--- src/rtl/svc_rv_soc_run_ctrl_pkg.sv ---
// svc_rv_soc_run_ctrl_pkg: shared state/status types for the run sequencer
package svc_rv_soc_run_ctrl_pkg;
  localparam int STATUS_W = 2;
  typedef enum logic [1:0] {IDLE, RESET, RUN, DONE} state_e;
  typedef enum logic [STATUS_W-1:0] {
    STATUS_EBREAK  = 2'd0,
    STATUS_TIMEOUT = 2'd1,
    STATUS_ABORT   = 2'd2
  } status_e;
endpackage

--- src/rtl/svc_rv_soc_run_ctrl_satcnt.sv ---
// svc_rv_soc_run_ctrl_satcnt: clear/enable saturating up-counter
module svc_rv_soc_run_ctrl_satcnt #(
  parameter int W = 8
) (
  input  logic         clk,
  input  logic         rst_n,
  input  logic         clr,
  input  logic         en,
  output logic [W-1:0] q
);
  // clear wins over enable; the count sticks at all-ones
  always_ff @(posedge clk or negedge rst_n)
    if (!rst_n) q <= '0;
    else if (clr) q <= '0;
    else if (en && q != '1) q <= q + 1'b1;
endmodule

--- src/rtl/svc_rv_soc_run_ctrl.sv ---
// svc_rv_soc_run_ctrl: core reset/run sequencer with cycle count result; SVC_RV_SOC_RUN_CTRL_STATS_EN adds run id and timeout count
module svc_rv_soc_run_ctrl
  import svc_rv_soc_run_ctrl_pkg::*;
#(
  parameter int CYCLE_W    = 32,
  parameter int RST_CYCLES = 4,
  parameter int TIMEOUT    = 1000000
) (
  input  logic                clk,
  input  logic                rst_n,
  input  logic                start_valid,
  output logic                start_ready,
  input  logic                abort,
  output logic                core_rst_n,
  input  logic                ebreak,
  output logic                busy,
  output logic                res_valid,
  input  logic                res_ready,
  output logic [CYCLE_W-1:0]  res_cycles,
  output logic [STATUS_W-1:0] res_status
`ifdef SVC_RV_SOC_RUN_CTRL_STATS_EN
  ,
  output logic [15:0]         res_run_id,
  output logic [7:0]          timeout_count
`endif
);
  localparam int HOLD_W = RST_CYCLES > 1 ? $clog2(RST_CYCLES) : 1;
  state_e state;
  logic [HOLD_W-1:0] hold;
  logic [CYCLE_W-1:0] cnt;
  logic hit_to, fin;
  status_e fin_status;
  assign start_ready = state == IDLE;
  assign busy = state == RESET || state == RUN;
  assign res_valid = state == DONE;
  assign core_rst_n = state == RUN || state == DONE;
  assign hit_to = TIMEOUT != 0 && 64'(cnt) == 64'(TIMEOUT);
  assign fin = state == RUN && (ebreak || hit_to || abort);
  assign fin_status = ebreak ? STATUS_EBREAK : hit_to ? STATUS_TIMEOUT : STATUS_ABORT;
  // stepping on the last RESET cycle makes the count read 1 on the first RUN cycle
  svc_rv_soc_run_ctrl_satcnt #(.W(CYCLE_W)) u_cyc (
    .clk(clk),
    .rst_n(rst_n),
    .clr(state == IDLE),
    .en(state == RUN || (state == RESET && hold == '0)),
    .q(cnt)
  );
  // sequencer: IDLE -> RESET (hold) -> RUN (count) -> DONE (present result)
  always_ff @(posedge clk or negedge rst_n)
    if (!rst_n) begin
      state <= IDLE;
      hold <= '0;
      res_cycles <= '0;
      res_status <= '0;
    end else begin
      case (state)
        IDLE: if (start_valid) begin
          state <= RESET;
          hold <= HOLD_W'(RST_CYCLES - 1);
        end
        RESET: begin
          hold <= hold - 1'b1;
          if (hold == '0) state <= RUN;
        end
        RUN: if (fin) begin
          state <= DONE;
          res_cycles <= cnt;
          res_status <= fin_status;
        end
        default: if (res_ready) state <= IDLE;
      endcase
    end
`ifdef SVC_RV_SOC_RUN_CTRL_STATS_EN
  // run id advances when a result is consumed
  always_ff @(posedge clk or negedge rst_n)
    if (!rst_n) res_run_id <= '0;
    else if (state == DONE && res_ready) res_run_id <= res_run_id + 1'b1;
  svc_rv_soc_run_ctrl_satcnt #(.W(8)) u_to (
    .clk(clk),
    .rst_n(rst_n),
    .clr(1'b0),
    .en(fin && fin_status == STATUS_TIMEOUT),
    .q(timeout_count)
  );
`endif
endmodule

--- config.mk ---
export PLATFORM = sky130hd
export DESIGN_NAME = svc_rv_soc_run_ctrl
export DESIGN_NICKNAME = d
export VERILOG_FILES = /design/src/rtl/svc_rv_soc_run_ctrl_pkg.sv /design/src/rtl/svc_rv_soc_run_ctrl_satcnt.sv /design/src/rtl/svc_rv_soc_run_ctrl.sv
export SDC_FILE = /design/constraint.sdc
export NUM_CORES = 1
export LEC_CHECK = 0
export BUFFER_PORTS_ARGS = -buffer_cell sky130_fd_sc_hd__buf_4
export CAP_MARGIN = 20
export CORE_MARGIN = 5
export CORE_UTILIZATION = 44
export DETAILED_ROUTE_END_ITERATION = 16
export HOLD_SLACK_MARGIN = 0.1
export PLACE_DENSITY = 0.65
export SLEW_MARGIN = 40
export SYNTH_ARGS = -nofsm -noshare
export SYNTH_HDL_FRONTEND = slang
export SYNTH_SLANG_ARGS = --single-unit
--- constraint.sdc ---
create_clock -name clk -period 2.6 [get_ports clk]
set_input_delay 0.52 -clock clk [delete_from_list [all_inputs] [get_ports clk]]
set_output_delay 0.52 -clock clk [all_outputs]
set_load 0.005 [all_outputs]
Word-level counts from Yosys, hierarchy flattened:

Cells that the tools add are included.

* mux-type cells: 11
* eq/ne operators: 8
* reductions and logical operators: 16
* add/subtract/negate cells: 2

Operators with widths (count)
* 32-bit 2-to-1 mux: 2
* 32-bit by 1-bit adder with 32-bit output, second input constant: 1
* 32-bit by 20-bit equality test with 1-bit output, second input constant: 1
* 32-bit != test, second input constant: 1
* 2-bit 2-to-1 mux: 7
* 2-bit case mux with 3 select lines: 1
* 1-bit logical OR: 5
* 2-bit equality test, second input constant: 2
* 2-bit logical NOT: 2
* 2-bit != test, second input constant: 2
* 2-bit case mux with 2 select lines: 1
* 2-bit AND reduction: 2
* 4-bit AND reduction: 1
* 2-bit nonzero test: 2
* 4-bit nonzero test: 1
* 1-bit logical AND: 3
* 2-bit by 1-bit equality test with 1-bit output, second input constant: 1
* 2-bit by 1-bit != test with 1-bit output, second input constant: 1
* 2-bit by 1-bit subtractor with 2-bit output, second input constant: 1

* input port bits: 6
* output and inout port bits: 38
* register bits: 70
* logic and storage cells: 42

Longest topological paths before layout:

Gate-level depths: netlist of run 1.

* word-level depth: 6
* gate-level depth with buffers: 9

Hierarchy:

A second synthesis of run 1 with hierarchy kept.

* cells, all modules: 321
* area, all modules: 3678.5 um^2

Modules (own cells, without submodules)
* svc_rv_soc_run_ctrl_satcnt: cells an instance 198, area each 1854.3 um^2, instances 1, sequential area each 800.8 um^2
* svc_rv_soc_run_ctrl: cells an instance 123, area each 1824.2 um^2, instances 1, sequential area each 950.9 um^2

Worst setup path after synthesis of run 1:

OpenSTA, ideal clock, no wires.

* path type: reg2reg
* start: reg state[1]
* end: reg u_cyc.q[29]
* period minus slack after synthesis: 2.284 ns
* library setup time: 0.079 ns
* path slack: 0.316 ns
* arrival time: 2.205 ns
* stages on the path, launching flop included: 10
* path through: dfrtp_1 > inv_1 > ha_1 > buf_4 > a21oi_1 > or4_4 > a211o_1 > buf_6 > or3_1 > a21oi_1

* longest elaborated chain between the ends: 5

Ends and longest elaborated chain
* start, declared: line svc_rv_soc_run_ctrl.sv:28 `state_e state;`
* start signal, assigned: line svc_rv_soc_run_ctrl.sv:51 `state <= IDLE;`
* start signal, assigned: line svc_rv_soc_run_ctrl.sv:58 `state <= RESET;`
* start signal, assigned: line svc_rv_soc_run_ctrl.sv:63 `if (hold == '0) state <= RUN;`
* 2-bit by 1-bit equality test with 1-bit output: line svc_rv_soc_run_ctrl.sv:45 `.en(state == RUN || (state == RESET && hold == '0)),`
* 1-bit logical AND: line svc_rv_soc_run_ctrl.sv:45
* 1-bit logical OR: line svc_rv_soc_run_ctrl.sv:45
* 1-bit logical AND: line svc_rv_soc_run_ctrl_satcnt.sv:15 `else if (en && q != '1) q <= q + 1'b1;`
* 2-bit nonzero test (no line)
* end signal, assigned: line svc_rv_soc_run_ctrl_satcnt.sv:15
* end, declared: line svc_rv_soc_run_ctrl_satcnt.sv:9 `output logic [W-1:0] q`

Several ways; a longest one is shown, not always the timed one.
A chain may end at the register's enable or synchronous reset.

Worst setup path in the final report of run 1:

* start: reg hold[0]
* end: reg u_cyc.q[27]

* longest elaborated chain between the ends: 5

Ends and longest elaborated chain
* start, declared: line svc_rv_soc_run_ctrl.sv:29 `logic [HOLD_W-1:0] hold;`
* start signal, assigned: line svc_rv_soc_run_ctrl.sv:59 `hold <= HOLD_W'(RST_CYCLES - 1);`
* start signal, assigned: line svc_rv_soc_run_ctrl.sv:62 `hold <= hold - 1'b1;`
* 2-bit logical NOT: line svc_rv_soc_run_ctrl.sv:45
* 1-bit logical AND: line svc_rv_soc_run_ctrl.sv:45
* 1-bit logical OR: line svc_rv_soc_run_ctrl.sv:45
* 1-bit logical AND: line svc_rv_soc_run_ctrl_satcnt.sv:15
* 2-bit nonzero test (no line)

No other way between the ends.

==> results of run 1 <==
cells by family after synthesis:
family / after synthesis / synth area share [%]
xor+xnor: 16 / 4.042
fa+ha+maj: 8 / 2.887
compound gates: 58 / 10.03
mux: 35 / 11.30
simple gates: 101 / 17.25
flops: 70 / 50.52
buf+inv: 29 / 3.970
cells in the final DEF (no fill, tap or decap), drive strengths merged, types with 4 or more instances in the layout:
master  count
nor4        9
xnor2      12
mux2       33
and3        4
nand4      13
and2        4
clkbuf     13
a21oi      20
ha          8
nor2       16
inv        12
buf        51
nand3       9
xor2        4
nand2      11
or3        14
o21ai      19
a211oi      4
dfrtp      70
nor4b       6
registers in the layout (all words and copies together), names as in the netlist:
name and cells:
state 2, res_status 2, u_cyc.q 32, hold 2, res_cycles 32
layout make-up:
class / instances / share of cell area [%]
clock buffer: 13 / 4.141
clock inverter: 3 / 0.4294
inverter: 12 / 1.104
multi-input combinational: 218 / 38.77
sequential: 70 / 42.94
tap: 102 / 3.129
timing repair buffer: 51 / 9.479
path summary, 6_finish.rpt:
kind	end	slack, ns	cells after the start
hold reg to reg	res_cycles[24]$_DFFE_PN0P_	0.51	1
min in group clk	res_status[0]$_DFFE_PN0P_	0.36	2
max in group asynchronous	u_cyc.q[2]$_DFFE_PN0P_	1.97	1
setup reg to reg	u_cyc.q[27]$_DFFE_PN0P_	0.19	7
hold / removal	res_cycles[13]$_DFFE_PN0P_	0.17	1
setup / recovery	u_cyc.q[27]$_DFFE_PN0P_	0.19	7
power groups by stage:
| stage | Combinational [mW] | Clock [mW] | Sequential, mW |
|---|---|---|---|
| CTS | 0.925 | 0.857 | 1.24 |
| floorplan | 0.632 | 0 | 1.25 |
| detailed placement | 0.920 | 0 | 1.26 |
| finish | 0.909 | 0.821 | 1.24 |
| global route | 1.03 | 0.903 | 1.26 |
| global placement | 0.908 | 0 | 1.25 |
metal layers:
layer | GRT usage [%] | vias to the layer above | wire length (um)
li1 | - | 1250 | -
met1 | 21.57 | 1261 | 3421
met2 | 24.85 | 46 | 3412
met3 | 4.034 | 10 | 258
met4 | 6.933 | 0 | 135
met5 | 0 | - | 0
==> key figures, run 1 <==
GRT
  – Initial antenna violation count: 0
  – Vias in the first global route: 2572
  – Largest net degree at the start of global routing: 71
  – Total track usage: 16.10%
  – First-pass GRT wire length: 12650 um
  – GR Overflow Total: 0

Routing
  – DRT Pass-1 Iters: 4
  – Via density: 5.473
  – DRT iter0 DRCs: 117
  – Post-Route WL: 7227 um
  – DR WL/cell: 15.41 um
  – Residual DRC: 0
  – ANT nets after route: 0
  – Via count: 2567

Cells and area
  – Multi-input logic area: 0.001582 mm2
  – Layout cells sized above 1: 29.70%
  – Fin area: 0.004079 mm2
  – Syn-to-layout area delta: 17.65%
  – Antenna diode count: 0
  – Nets: 376
  – Fillers: 704
  – Fin cells: 469
  – Final core occ: 53.06%
  – Register area: 0.001752 mm2

Synthesis
  – Synth async-reset ratio: 100.0%
  – Number of synthesized flops with an enable pin: 0
  – Top cell type by total area after synthesis: dfrtp_1
  – Synthesized instance count: 317
  – Top cells by count, synth: dfrtp_1, mux2_2, a21oi_1
  – Syn_nets: 331
  – Seq/Total Area, Yosys: 50.52%
  – Mapped cell area: 0.003467 mm2
  – Synth top area share: 50.52%
  – Area contributors post-synth: dfrtp_1, mux2_2, xnor2_1
  – Most frequent cell after synthesis: dfrtp_1
  – Top FF cell, synth: dfrtp_1
  – Cell variety after synth: 51
  – Mean Syn Cell Area: 10.94 um2
  – #FFs+latches synth: 70
  – Syn. warnings: 0

Clocking
  – Clock root cell: clkbuf_8
  – CTS Buffer Depth: 2
  – Post-CTS Resized: 0
  – Cts hold-fix bufs: 0
  – Cts bufs inserted: 9
  – Post-CTS Setup Inserts: 0
  – Clock Sinks: 70
  – Clk_lat worst skew: 0.34 ns
  – TritonCTS clock tree: done
  – H-tree levels: 3
  – Clock Pin Slew Worst Setup and Hold Paths: 0.07 ns

Power
  – Psw: 963.5 uW
  – Power Dens Cells: 728.5 mW/mm2
  – Comb power frac: 30.6%
  – Pleak: 1.867 nW
  – Clock Power Share: 27.6%
  – Seq pwr share: 41.8%
  – Int Pwr: 2.008 mW
  – VDD IR-drop max: 0.4607 mV
  – Sw Share: 32.42%
  – Overall Power: 2.972 mW

STA
  – Worst clock skew: 0.009130 ns
  – Number of setup violations in the final report: 0
  – Slew HR: 57.22%
  – Crit share post-route: 92.70%
  – Actual slew at the worst max-slew pin: 0.6416 ns
  – RSZ-0062 raised after global routing: false
  – Max Clock Freq: 414.9 MHz
  – Final Hold Vio Count: 0
  – Tmin final: 2.410 ns
  – Min Hold Slack: 0.1736 ns
  – Setup TNS Final: 0 ns
  – Slew Limit Fails: 0
  – Post-route setup slack: 0.1898 ns

Place
  – Dpl ws: 0.2101 ns
  – IO buf count: 43
  – Inst Count DP: 453
  – Placed Area: 0.003892 mm2
  – Final HPWL DP: 5071 um
  – Global placement routability congestion: 0.8778

Critical path
  – Cell mode on critical path: a21oi_1
  – Cell Chain, Critical Path: inv_1 -> ha_1 -> a21oi_1 -> or4_4 -> a211o_1 -> or4_1 -> a21oi_1
  – CP Launch Point: hold[0]$_DFFE_PN0P_
  – Worst setup path category: reg -> reg
  – Reg-to-reg startpoint: hold[0]$_DFFE_PN0P_
  – Crit path max fanout: 13
  – Critical path's top delay family: simple AND/OR/NAND/NOR gates
  – Worst Setup End Kind: flop
  – Startpoint Class: flop
  – Slowest-stage cell, CP: or4_4
  – Critical path's largest stage delay: 0.51 ns
  – Critical path data arrival time: 2.68 ns
  – Worst Path Buf+Inv: 1
  – Critical path required time: 2.87 ns

Flow run
  – Max-cap violations: 0

Floorplanning
  – Initial Util: 45.10%
  – Die width: 98.77 um
  – Top-level port count: 44
  – Die area: 0.009755 mm2
  – Die Y: 98.77 um
  – Row count: 32
  – Core ar.: 0.007687 mm2

Worst hold path
  – Worst hold path type: in -> async

Outcome
  – Status: completed
Note: power is estimated with default switching activity, not from simulation.
==> inputs of run 2 (changes only) <==
==> constraint.sdc (replaced) <==
create_clock -name clk -period 2.3 [get_ports clk]
set_input_delay 0.46 -clock clk [delete_from_list [all_inputs] [get_ports clk]]
set_output_delay 0.46 -clock clk [all_outputs]
set_load 0.005 [all_outputs]
==> run 2 against run 1 <==
Non-clock buffer count up 19. First-iteration DRC count down 22%. Sequential power up 12%. Flip-flop and latch count unchanged. Wire length up 3.7%. Sequential share of layout area down 2.0 points. Die area unchanged. Cell area up 4.8%.
==> key figures, run 2 (same netlist as run 1, synthesis figures left out) <==
Clocking
  – Clk_lat worst skew: 0.35 ns (was 0.34 ns)
  – H-tree levels: 3 (unchanged)
  – Clock root cell: clkbuf_8 (unchanged)
  – Clock Sinks: 70 (unchanged)
  – Clock Pin Slew Worst Setup and Hold Paths: 0.07 ns (about the same)
  – CTS Buffer Depth: 2 (unchanged)
  – Cts bufs inserted: 9 (unchanged)
  – Cts hold-fix bufs: 0 (unchanged)
  – TritonCTS clock tree: done (unchanged)

Cells and area
  – Fin cells: 489 (was 469)
  – Final core occ: 55.60% (was 53.06%)
  – Layout cells sized above 1: 35.14% (was 29.70%)
  – Commonest non-fill, non-tap cells in the layout: dfrtp_1, buf_4, mux2_2 (unchanged)
  – Largest registers: res_cycles x32, u_cyc.q x32 (unchanged)
  – Syn-to-layout area delta: 23.28% (was 17.65%)
  – Fin area: 0.004274 mm2 (was 0.004079 mm2)
  – Fillers: 707 (was 704)
  – Antenna diode count: 0 (unchanged)
  – Nets: 396 (was 376)
  – Most common cell after layout, fill and taps aside: dfrtp_1 (unchanged)

Place
  – Global placement routability congestion: 0.8708 (was 0.8778)
  – Inst Count DP: 469 (was 453)
  – Final HPWL DP: 5373 um (was 5071 um)
  – IO buf count: 43 (unchanged)
  – Placed Area: 0.004021 mm2 (was 0.003892 mm2)

Routing
  – ANT nets after route: 0 (unchanged)
  – Via count: 2676 (was 2567)
  – Residual DRC: 0 (unchanged)
  – Via density: 5.472 (was 5.473)
  – Post-Route WL: 7496 um (was 7227 um)
  – DR WL/cell: 15.33 um (was 15.41 um)
  – DRT Pass-1 Iters: 4 (unchanged)
  – DRT iter0 DRCs: 91 (was 117)

GRT
  – Initial antenna violation count: 0 (unchanged)
  – First-pass GRT wire length: 12830 um (was 12650 um)
  – Vias in the first global route: 2693 (was 2572)
  – Largest net degree at the start of global routing: 43 (was 71)
  – Total track usage: 16.12% (was 16.10%)
  – GR Overflow Total: 0 (unchanged)

STA
  – RSZ-0062 raised after global routing: false (unchanged)
  – Final Hold Vio Count: 0 (unchanged)
  – Crit share post-route: 96.18% (was 92.70%)
  – Number of setup violations in the final report: 0 (unchanged)
  – Min Hold Slack: 0.08875 ns (was 0.1736 ns)
  – Tmin final: 2.212 ns (was 2.410 ns)
  – Slew Limit Fails: 0 (unchanged)
  – Worst clock skew: 0.008692 ns (was 0.009130 ns)
  – Max Clock Freq: 452.1 MHz (was 414.9 MHz)
  – Slew HR: 64.58% (was 57.22%)
  – Actual slew at the worst max-slew pin: 0.5313 ns (was 0.6416 ns)

Power
  – VDD IR-drop max: 0.6720 mV (was 0.4607 mV)
  – Power Dens Cells: 815.9 mW/mm2 (was 728.5 mW/mm2)
  – Pleak: 1.978 nW (was 1.867 nW)
  – Overall Power: 3.487 mW (was 2.972 mW)

Floorplanning
  – Die Y: 98.77 um (unchanged)
  – Row count: 32 (unchanged)
  – Core ar.: 0.007687 mm2 (unchanged)
  – Initial Util: 45.10% (unchanged)
  – Top-level port count: 44 (unchanged)
  – Die area: 0.009755 mm2 (unchanged)
  – Die width: 98.77 um (unchanged)

Critical path
  – Critical path required time: 2.57 ns (was 2.87 ns)
  – Critical path's largest stage delay: 0.52 ns (was 0.51 ns)
  – Cell Chain, Critical Path: inv_1 -> ha_1 -> a21oi_1 -> or4_4 -> a211o_4 -> or4_1 -> a21oi_1 (was inv_1 -> ha_1 -> a21oi_1 -> or4_4 -> a211o_1 -> or4_1 -> a21oi_1)
  – Crit path max fanout: 6 (was 13)
  – Worst setup path category: reg -> reg (unchanged)
  – Slowest-stage cell, CP: or4_4 (unchanged)
  – Cell mode on critical path: a21oi_1 (unchanged)
  – Startpoint Class: flop (unchanged)
  – Critical path data arrival time: 2.48 ns (was 2.68 ns)
  – Worst Setup End Kind: flop (unchanged)

Flow run
  – Max-cap violations: 0 (unchanged)

Worst hold path
  – Worst hold path type: in -> async (unchanged)

Outcome
  – Status: completed (unchanged)
-- run 2: final timing paths --
path,from,end,slack (ns),cells past startpoint
max,hold[0]$_DFFE_PN0P_,u_cyc.q[27]$_DFFE_PN0P_,0.09,7
min,rst_n,res_cycles[11]$_DFFE_PN0P_,0.09,1
max reg2reg,hold[0]$_DFFE_PN0P_,u_cyc.q[27]$_DFFE_PN0P_,0.09,7
min reg2reg,res_cycles[27]$_DFFE_PN0P_,res_cycles[27]$_DFFE_PN0P_,0.51,1
max in group asynchronous,rst_n,hold[0]$_DFFE_PN0P_,1.67,2
min in group clk,ebreak,res_status[0]$_DFFE_PN0P_,0.30,2
-- run 2: cell type report --
type	count	area, um2	share of cell area (%)
sequential	70	1752	40.98
multi-input combinational	219	1613	37.73
timing repair buffer	70	538.0	12.59
clock buffer	10	137.6	3.220
tap	102	127.6	2.986
clock inverter	6	61.31	1.434
inverter	12	45.04	1.054
-- run 2: routing by layer --
layer	wire [um]	track usage, %	vias up	part of all wire [%]
met4	136	5.462	0	1.8
met1	3446	21.46	1299	46
met2	3570	25.31	67	48
met3	343	4.600	12	4.6
met5	0	0	-	0
li1	-	-	1298	-
-- run 2: timing repair --
action | in CTS | in global routing
gates cloned | 0 | 1
endpoints found under the hold margin | 0 | 0
gates resized for setup | 2 | 5
buffers inserted | 0 | 3
pin swaps | 0 | 3
setup endpoints to repair | 2 | 39
-- run 2: critical path: cells and delay by family (launching register included) --
kind | cells | cell delay, ns
compound gates | 3 | 0.57
fa+ha+maj | 1 | 0.17
buf+inv | 1 | 0.08
flops | 1 | 0.40
simple gates | 2 | 0.93
-- run 2: report_power, final --
part | internal, mW | switching, mW | total [mW]
Clock | 0.526 | 0.457 | 0.983
Combinational | 0.528 | 0.586 | 1.11
Sequential | 1.32 | 0.0692 | 1.39
Total | 2.37 | 1.11 | 3.49
-- run 2: metrics by stage --
stage | setup WS [ns] | TNS [ns]
final | 0.08792 | 0
after global routing | 0.008716 | 0
after CTS | 0.02477 | 0
after detailed placement | -0.002484 | -0.002484
after global placement | 0.06765 | 0
after floorplan | 0.01636 | 0
==> inputs of run 3 (changes only) <==
--- a/config.mk
+++ b/config.mk
@@ -11,7 +11,7 @@
 export CORE_UTILIZATION = 44
 export DETAILED_ROUTE_END_ITERATION = 16
 export HOLD_SLACK_MARGIN = 0.1
-export PLACE_DENSITY = 0.65
+export PLACE_DENSITY = 0.68
 export SLEW_MARGIN = 40
 export SYNTH_ARGS = -nofsm -noshare
 export SYNTH_HDL_FRONTEND = slang
==> constraint.sdc (replaced) <==
create_clock -name clk -period 1.85 [get_ports clk]
set_input_delay 0.37 -clock clk [delete_from_list [all_inputs] [get_ports clk]]
set_output_delay 0.37 -clock clk [all_outputs]
set_load 0.005 [all_outputs]
==> run 3 against run 2 <==
The flow now finishes with violations (setup timing). Sequential power grew 24%. Wire length rose by 29%. Worst setup slack got worse by 0.43 ns. Hold slack improved by 0.11 ns. Global-route usage grew 3.7 points. Cell area is 21% higher. First-iteration DRC count rose by 76%. Combinational power rose by 93%. Non-clock buffer count rose by 65. Cell count up 13%. Total power rose by 46%. Maximum frequency up 0.72%. Largest power group is now combinational logic.
==> key figures, run 3 (same netlist as run 1, synthesis figures left out) <==
Critical path
  – Cell mode on critical path: or4_4 (was a21oi_1)
  – Startpoint Class: flop (unchanged)
  – Reg-to-reg startpoint: state[0]$_DFFE_PN0P_ (was hold[0]$_DFFE_PN0P_)
  – RR Endpoint: u_cyc.q[27]$_DFFE_PN0P_ (unchanged)
  – Worst Setup End Kind: flop (unchanged)
  – Reg2reg setup slack: -0.35 ns (was 0.09 ns)
  – Worst Path Buf+Inv: 1 (unchanged)
  – Crit path max fanout: 8 (was 6)
  – Critical path's largest stage delay: 0.49 ns (was 0.52 ns)
  – Cell Chain, Critical Path: inv_2 -> ha_4 -> a21oi_4 -> or4_4 -> a211o_4 -> or4_4 -> a21oi_2 (was inv_1 -> ha_1 -> a21oi_1 -> or4_4 -> a211o_4 -> or4_1 -> a21oi_1)
  – Critical path data arrival time: 2.49 ns (was 2.48 ns)
  – Critical path required time: 2.14 ns (was 2.57 ns)
  – WP depth: 7 (unchanged)
  – Critical path's top delay family: simple AND/OR/NAND/NOR gates (unchanged)
  – Worst setup path category: reg -> reg (unchanged)
  – Path depth of the worst reg2reg path: 7 (unchanged)
  – Slowest-stage cell, CP: or4_4 (unchanged)

Clocking
  – H-tree levels: 3 (unchanged)
  – Clock Sinks: 70 (unchanged)
  – Clock Pin Slew Worst Setup and Hold Paths: 0.07 ns (about the same)
  – CTS Buffer Depth: 2 (unchanged)
  – Cts bufs inserted: 9 (unchanged)
  – Clk_lat worst skew: 0.36 ns (was 0.35 ns)
  – Clock root cell: clkbuf_8 (unchanged)
  – TritonCTS clock tree: done (unchanged)

Power
  – VDD IR-drop max: 0.7835 mV (was 0.6720 mV)
  – Overall Power: 5.105 mW (was 3.487 mW)
  – Power Dens Cells: 983.6 mW/mm2 (was 815.9 mW/mm2)
  – Pleak: 2.382 nW (was 1.978 nW)

Floorplanning
  – Die width: 98.77 um (unchanged)
  – Top-level port count: 44 (unchanged)
  – Core ar.: 0.007687 mm2 (unchanged)
  – Row count: 32 (unchanged)
  – Initial Util: 45.10% (unchanged)
  – Die Y: 98.77 um (unchanged)
  – Die area: 0.009755 mm2 (unchanged)

Outcome
  – Failing checks: setup timing
  – Status: finished, violations left (was completed)

STA
  – Tmin final: 2.196 ns (was 2.212 ns)
  – Crit share post-route: 118.7% (was 96.18%)
  – RSZ-0062 raised after global routing: true (was false)
  – Post-route setup slack: -0.3463 ns (was 0.08792 ns)
  – Number of setup violations in the final report: 52 (was 0)
  – Slew HR: 73.78% (was 64.58%)
  – Slew Limit Fails: 0 (unchanged)
  – Max Clock Freq: 455.3 MHz (was 452.1 MHz)
  – Actual slew at the worst max-slew pin: 0.3934 ns (was 0.5313 ns)
  – Setup TNS Final: -12.46 ns (was 0 ns)
  – Final Hold Vio Count: 0 (unchanged)
  – Worst clock skew: 0.009626 ns (was 0.008692 ns)

Cells and area
  – Fin cells: 553 (was 489)
  – Syn-to-layout area delta: 49.69% (was 23.28%)
  – Largest registers: res_cycles x32, u_cyc.q x32 (unchanged)
  – Most common cell after layout, fill and taps aside: buf_4 (was dfrtp_1)
  – Fin area: 0.005190 mm2 (was 0.004274 mm2)
  – Final core occ: 67.51% (was 55.60%)
  – Layout cells sized above 1: 54.10% (was 35.14%)
  – Antenna diode count: 0 (unchanged)
  – Fillers: 556 (was 707)
  – Commonest non-fill, non-tap cells in the layout: buf_4, dfrtp_1, mux2_2 (was dfrtp_1, buf_4, mux2_2)
  – Nets: 462 (was 396)

GRT
  – Total track usage: 19.80% (was 16.12%)
  – Vias in the first global route: 3157 (was 2693)
  – Initial antenna violation count: 0 (unchanged)
  – First-pass GRT wire length: 15580 um (was 12830 um)
  – GR Overflow Total: 0 (unchanged)
  – Largest net degree at the start of global routing: 71 (was 43)

Routing
  – Post-Route WL: 9665 um (was 7496 um)
  – DR WL/cell: 17.48 um (was 15.33 um)
  – Residual DRC: 0 (unchanged)
  – DRT iter0 DRCs: 160 (was 91)
  – ANT nets after route: 0 (unchanged)
  – Via density: 5.553 (was 5.472)
  – Via count: 3071 (was 2676)
  – DRT Pass-1 Iters: 4 (unchanged)

Place
  – Global placement routability congestion: 0.8422 (was 0.8708)
  – Placed Area: 0.004461 mm2 (was 0.004021 mm2)
  – IO buf count: 43 (unchanged)
  – Inst Count DP: 522 (was 469)
  – Final HPWL DP: 5888 um (was 5373 um)

Worst hold path
  – Hold endpoint: res_status[0]$_DFFE_PN0P_
  – Hold Crit Start: ebreak
  – Worst hold path type: in -> reg (was in -> async)
  – Hold path depth: 2

Flow run
  – Max-cap violations: 0 (unchanged)
==> run 3: changes by cell type in the layout (fill, tap and decap cells not counted), sizes merged <==
cell / change
dlygate4sd3: +1
a31o: +2
clkinvlp: -1
buf: +64
a211o: -1
clkbuf: +3
clkinv: -4
==> run 3: through the flow <==
step / hold slack, ns / setup slack (ns)
2_1_floorplan: 0.07441 / -0.3583
3_3_place_gp: 0.4096 / -0.3293
4_1_cts: 0.1977 / -0.2872
6_report: 0.1972 / -0.3463
3_5_place_dp: 0.4147 / -0.4004
5_1_grt: 0.2002 / -0.4031
==> run 3: worst max-delay path by stage <==
stage	from	endpoint	slack, ns
6_report	state[0]$_DFFE_PN0P_	u_cyc.q[27]$_DFFE_PN0P_	-0.35
5_1_grt	state[0]$_DFFE_PN0P_	u_cyc.q[27]$_DFFE_PN0P_	-0.40
4_1_cts	state[0]$_DFFE_PN0P_	u_cyc.q[15]$_DFFE_PN0P_	-0.29
3_5_place_dp	state[1]$_DFFE_PN0P_	u_cyc.q[27]$_DFFE_PN0P_	-0.40
3_3_place_gp	hold[0]$_DFFE_PN0P_	u_cyc.q[27]$_DFFE_PN0P_	-0.33
2_1_floorplan	state[1]$_DFFE_PN0P_	u_cyc.q[29]$_DFFE_PN0P_	-0.36
==> run 3: timing repair <==
action / 4_1_cts / 5_1_grt
gates resized for setup: 53 / 39
setup buffers: 8 / 8
cloned: 2 / 0
endpoints found under the setup margin: 64 / 70
hold buffers: 1 / 0
pin swaps: 18 / 21
endpoints found under the hold margin: 70 / 0
==> run 3: where the power goes <==
part           switching, mW  internal (mW)
combinational           1.04           1.10
clock                  0.557          0.683
sequential            0.0826           1.64
total                   1.68           3.43
==> run 3: per-layer routing <==
metal / vias up / track usage [%] / share of wire (%)
met5: - / 0 / 0
met4: 0 / 8.193 / 2.7
met3: 18 / 3.963 / 4.8
met2: 84 / 31.82 / 50
met1: 1542 / 26.17 / 42
li1: 1427 / - / -
==> run 3: final cells by class <==
type | count | area (um2) | share of cell area, %
repair buffers | 135 | 1096 | 21.12
flip-flops and latches | 70 | 1753 | 33.78
multi-input cells | 220 | 1979 | 38.14
inverters | 12 | 45.04 | 0.8679
clock buffers | 13 | 158.9 | 3.062
well taps | 102 | 127.6 | 2.459
clock inverters | 1 | 30.03 | 0.5786
